**src/rtl/occ_pkg.sv**
```systemverilog
// Shared types and limits for the parking occupancy counter.
package occ_pkg;

    typedef enum logic [1:0] {
        EMPTY     = 2'd0,
        AVAILABLE = 2'd1,
        FULL      = 2'd2
    } occ_status_t;

    localparam int MAX_LANES = 8;
    // Wide enough to hold a per-cycle event count across all lanes.
    localparam int EVENT_W = $clog2(MAX_LANES + 1);

endpackage

```
**src/rtl/edge_detect.sv**
```systemverilog
// Per-bit rising-edge detector; history resets to ones so a level already
// high when reset releases does not produce an event.
module edge_detect #(
    parameter int WIDTH = 1
) (
    input  logic             clock,
    input  logic             reset,
    input  logic [WIDTH-1:0] level,
    output logic [WIDTH-1:0] rise
);

    logic [WIDTH-1:0] history;

    always_ff @(posedge clock) begin
        if (reset) begin
            history <= '1;
        end else begin
            history <= level;
        end
    end

    assign rise = level & ~history;

endmodule

```
**src/rtl/parking_occupancy.sv**
```systemverilog
// Lot occupancy counter: counts entry/exit sensor edges over all lanes,
// clamps to 0..CAPACITY with sticky error flags, and tracks lot status.
module parking_occupancy
    import occ_pkg::*;
#(
    parameter int  LANES     = 2,
    parameter int  CAPACITY  = 25,
    parameter int  NEAR_FULL = CAPACITY - 2,
    localparam int COUNT_W   = $clog2(CAPACITY + 1)
) (
    input  logic               clock,
    input  logic               reset,
    input  logic [LANES-1:0]   enter,
    input  logic [LANES-1:0]   exit,
    input  logic               load,
    input  logic [COUNT_W-1:0] load_value,
    input  logic               clear_err,
    output logic [COUNT_W-1:0] count,
    output logic [COUNT_W-1:0] free,
    output occ_status_t        status,
    output logic               full,
    output logic               empty,
    output logic               near_full,
    output logic               overflow_err,
    output logic               underflow_err
);

    localparam int                  SUM_W = COUNT_W + 4;
    localparam logic [COUNT_W-1:0]  CAP_C = COUNT_W'(CAPACITY);
    localparam logic [COUNT_W-1:0]  NF_C  = COUNT_W'(NEAR_FULL);
    localparam logic signed [SUM_W-1:0] CAP_S = SUM_W'(CAPACITY);

    logic [LANES-1:0]        enter_rise;
    logic [LANES-1:0]        exit_rise;
    logic [EVENT_W-1:0]      enter_cnt;
    logic [EVENT_W-1:0]      exit_cnt;
    logic signed [SUM_W-1:0] sum;
    logic [COUNT_W-1:0]      count_next;
    occ_status_t             status_next;
    logic                    set_ovf;
    logic                    set_unf;

    edge_detect #(.WIDTH(LANES)) u_enter_edge (
        .clock (clock),
        .reset (reset),
        .level (enter),
        .rise  (enter_rise)
    );

    edge_detect #(.WIDTH(LANES)) u_exit_edge (
        .clock (clock),
        .reset (reset),
        .level (exit),
        .rise  (exit_rise)
    );

    always_comb begin
        enter_cnt = '0;
        exit_cnt  = '0;
        for (int i = 0; i < LANES; i++) begin
            enter_cnt = enter_cnt + EVENT_W'(enter_rise[i]);
            exit_cnt  = exit_cnt + EVENT_W'(exit_rise[i]);
        end
        sum = $signed({{(SUM_W-COUNT_W){1'b0}}, count})
            + $signed({{(SUM_W-EVENT_W){1'b0}}, enter_cnt})
            - $signed({{(SUM_W-EVENT_W){1'b0}}, exit_cnt});

        count_next = count;
        set_ovf    = 1'b0;
        set_unf    = 1'b0;
        // A load discards this cycle's events; edge history still advances.
        if (load) begin
            if (load_value > CAP_C) begin
                count_next = CAP_C;
                set_ovf    = 1'b1;
            end else begin
                count_next = load_value;
            end
        end else if (sum > CAP_S) begin
            count_next = CAP_C;
            set_ovf    = 1'b1;
        end else if (sum[SUM_W-1]) begin
            count_next = '0;
            set_unf    = 1'b1;
        end else begin
            count_next = sum[COUNT_W-1:0];
        end

        if (count_next == '0) begin
            status_next = EMPTY;
        end else if (count_next == CAP_C) begin
            status_next = FULL;
        end else begin
            status_next = AVAILABLE;
        end
    end

    always_ff @(posedge clock) begin
        if (reset) begin
            count         <= '0;
            status        <= EMPTY;
            overflow_err  <= 1'b0;
            underflow_err <= 1'b0;
        end else begin
            count         <= count_next;
            status        <= status_next;
            // A new error in the same cycle as clear_err keeps the flag set.
            overflow_err  <= set_ovf | (overflow_err & ~clear_err);
            underflow_err <= set_unf | (underflow_err & ~clear_err);
        end
    end

    assign free      = CAP_C - count;
    assign full      = (count == CAP_C);
    assign empty     = (count == '0);
    assign near_full = (count >= NF_C);

endmodule

```
**config.mk**
```make
export PLATFORM = sky130hd
export DESIGN_NAME = parking_occupancy
export DESIGN_NICKNAME = d
export VERILOG_FILES = /design/src/rtl/occ_pkg.sv /design/src/rtl/edge_detect.sv /design/src/rtl/parking_occupancy.sv
export SDC_FILE = /design/constraint.sdc
export NUM_CORES = 1
export LEC_CHECK = 0
export ABC_CLOCK_PERIOD_IN_PS = 12900
export BUFFER_PORTS_ARGS = -buffer_cell sky130_fd_sc_hd__buf_2
export CAP_MARGIN = 25
export CORE_MARGIN = 3
export CORE_UTILIZATION = 30
export DETAILED_ROUTE_END_ITERATION = 7
export HOLD_SLACK_MARGIN = 0.12
export PLACE_DENSITY = 0.56
export SLEW_MARGIN = 25
export SYNTH_ARGS = -nofsm -noshare
export SYNTH_HDL_FRONTEND = slang
export SYNTH_SLANG_ARGS = --single-unit
```
**constraint.sdc**
```tcl
create_clock -name clock -period 12.9 [get_ports clock]
set_input_delay 3.87 -clock clock [delete_from_list [all_inputs] [get_ports clock]]
set_output_delay 3.87 -clock clock [all_outputs]
set_load 0.01 [all_outputs]
```
==> results.sh <==
export IMPL_hold_violations=0
export IMPL_cp_required_ps=13090
export IMPL_critPathKind="in -> reg"
export IMPL_start_util=0.3220
export IMPL_stdcell_count=183
export IMPL_diodes=0
export IMPL_cts_htree_levels=1
export IMPL_die_area_sq_mm=0.004088
export IMPL_drc=0
export IMPL_fillers=329
export IMPL_die_w_um=63.94
export IMPL_first_pass_iters=4
export IMPL_maxCapViolCount=0
export IMPL_avgSynthCellArea_sq_um=9.241
export IMPL_power_leakage_nw=0.5589
export IMPL_powerDensity_mw_per_mm2=171.8
export IMPL_status="completed"
export IMPL_utilization=0.3884
export IMPL_critPathTopFamily="adder cells"
export IMPL_crit_fanout=4
export IMPL_fin_skew_ps=15.28
export IMPL_avgRoutedWirePerCell_um=12.19
export IMPL_period_minus_slack_ps=7213
export IMPL_ys_seq_elements=13
export IMPL_dp_cells=179
export IMPL_place_area_sq_mm=0.001189
export IMPL_io_pins=30
export IMPL_ys_types=40
export IMPL_cts_resized_gates=0
export IMPL_rsz0062_at_grt="no"
export IMPL_worst_skew_pair_late_latency_ps=280
export IMPL_layout_common_cells="buf_2 (29), ha_1 (13), dfxtp_1 (13)"
export IMPL_clock_sinks=13
export IMPL_setup_slack_ps=5687
export IMPL_critPathBufInv=2
export IMPL_finalCritPeriodShare=0.5591
export IMPL_final_max_slew_violation_count=0
export IMPL_drtIter0Drc=19
export IMPL_tightest_slew_ps=403.4
export IMPL_grt_usage=0.1212
export IMPL_vias_per_cell=4.623
export IMPL_synthFlopType="dfxtp_1"
export IMPL_clkSlewWorstSetupHoldPaths_ps=90
export IMPL_finalInstanceArea_sq_mm=0.001215
export IMPL_core_area_sq_mm=0.003128
export IMPL_cts_root_buf="clkbuf_4"
export IMPL_nNetsFinal=169
export IMPL_numPortBuffers=29
export IMPL_area_growth_pct=20.62
export IMPL_slew_headroom=0.7287
export IMPL_antenna_found_initial=0
export IMPL_ys_warnings_count=0
export IMPL_dpl_hpwl_mm=1.870
export IMPL_synth_edf_count=0
export IMPL_post_cts_buffers=0
export IMPL_synth_area_leaders="dfxtp_1 (26%), ha_1 (16%), fa_1 (6.0%)"
export IMPL_num_vias=846
export IMPL_tns_ps=0
export IMPL_syn_inst=109
export IMPL_path_cells="buf_2, nor2b_1, fa_1, fa_1, inv_1, ha_1, a21oi_2, o21ai_1, xor2_1, o311ai_0, ha_1, nor2_1, o31ai_1, a21oi_1, nor4_1, a211oi_2"
export IMPL_mostFrequentLayoutCell="buf_2"
export IMPL_critPathLaunchType="input port"
export IMPL_grt_pass1_vias=835
export IMPL_drtAntennaViolNets=0
export IMPL_ir_drop_v=0.00006649
export IMPL_wirelength_mm=2.230
export IMPL_cts_made_buffers=3
export IMPL_grt_pass1_wl_mm=3.946
export IMPL_drive_above_1_share=0.3237
export IMPL_grt_remaining_overflow=0
export IMPL_synth_seq_area_share=0.2584
export IMPL_place_congestion=0.7768
export IMPL_fmax_mhz=138.6
export IMPL_synthArstFlopShare=0
export IMPL_min_path_type="reg -> reg"
export IMPL_worst_path_max_delay_cell="fa_1"
export IMPL_yosysTopAreaCellShare=0.2584
export IMPL_synthesis_area_sq_mm=0.001007
export IMPL_cts_tree="yes"
export IMPL_rows=20
export IMPL_grt_max_degree=13
export IMPL_setup_viol=0
export IMPL_hold_buffers=0
export IMPL_critPathArrivalTime_ps=7410
export IMPL_syn_nets=138
export IMPL_clockBufferDepth=2
export IMPL_fp_dieH_um=63.94
export IMPL_endpoint_kind="register"
export IMPL_dpl_worst_slack_ps=5358
export IMPL_cpPeakStageDelay_ps=500
export IMPL_yosys_area_top_type="dfxtp_1"
synthesized netlist by cell type (3+ instances only):
cell type,instances
dfxtp_1,13
ha_1,13
inv_1,10
nand2b_1,8
nor2_1,6
a21oi_1,4
or2_2,4
a32oi_1,3
fa_1,3
nor2b_1,3
o21ai_0,3
xor2_1,3
state kept, by name (all words and copies together), names as in the netlist:
register and count:
underflow_err 1, count 5, overflow_err 1, u_enter_edge.history 2, u_exit_edge.history 2, status 2
per-stage QoR:
step                hold slack, ps  total power, mW
finish                       472.4           0.2087
global route                 507.6           0.2308
CTS                          479.4           0.2124
detailed placement           458.5           0.1850
global placement             459.2           0.1825
floorplan                    489.0           0.1491
layout make-up:
cell class	instances	area [sq um]	area share
Timing Repair Buffer	29	145.1	0.1195
Clock buffer	4	26.28	0.02163
Inverter	10	37.54	0.03090
Tap cell	44	55.05	0.04531
Sequential cell	13	260.3	0.2142
Multi-Input combinational cell	83	690.7	0.5685
metal layers:
layer / global-route usage / vias up / part of all wire
met1: 0.1649 / 380 / 0.49
met4: 0.02426 / 0 / 0.0031
met5: 0 / - / 0
li1: - / 438 / -
met2: 0.1935 / 26 / 0.45
met3: 0.02988 / 2 / 0.056
final timing paths:
| check | start | slack [ps] | end | depth (start not counted) |
|---|---|---|---|---|
| worst min-delay path | underflow_err | 470 | underflow_err | 2 |
| worst min register to register | underflow_err | 470 | underflow_err | 2 |
| worst max-delay path | exit[1] | 5690 | status[0] | 16 |
| worst max register to register | u_exit_edge.history[0] | 9120 | status[0] | 15 |
cells by family after synthesis:
logic type	share of synthesized area
flip-flops	0.2584
AO/OA/AOI/OAI	0.1801
AND/OR/NAND/NOR	0.2410
buffers and inverters	0.05590
XOR/XNOR	0.04349
adder cells (fa/ha/maj)	0.2211
power by group:
part	internal [mW]	leakage [nW]	switching [mW]	total [mW]
Sequential	0.0489	0.108	0.00784	0.0567
Combinational	0.0546	0.436	0.0715	0.126
Clock	0.0120	0.0150	0.0139	0.0259
Total	0.115	0.559	0.0932	0.209
tightest hold or removal path, cell delays in order, from the launching register on:
cell and delay, ps:
dfxtp_1 320, nand2b_1 60, a21oi_1 50
Note: power is estimated with default switching activity, not from simulation.
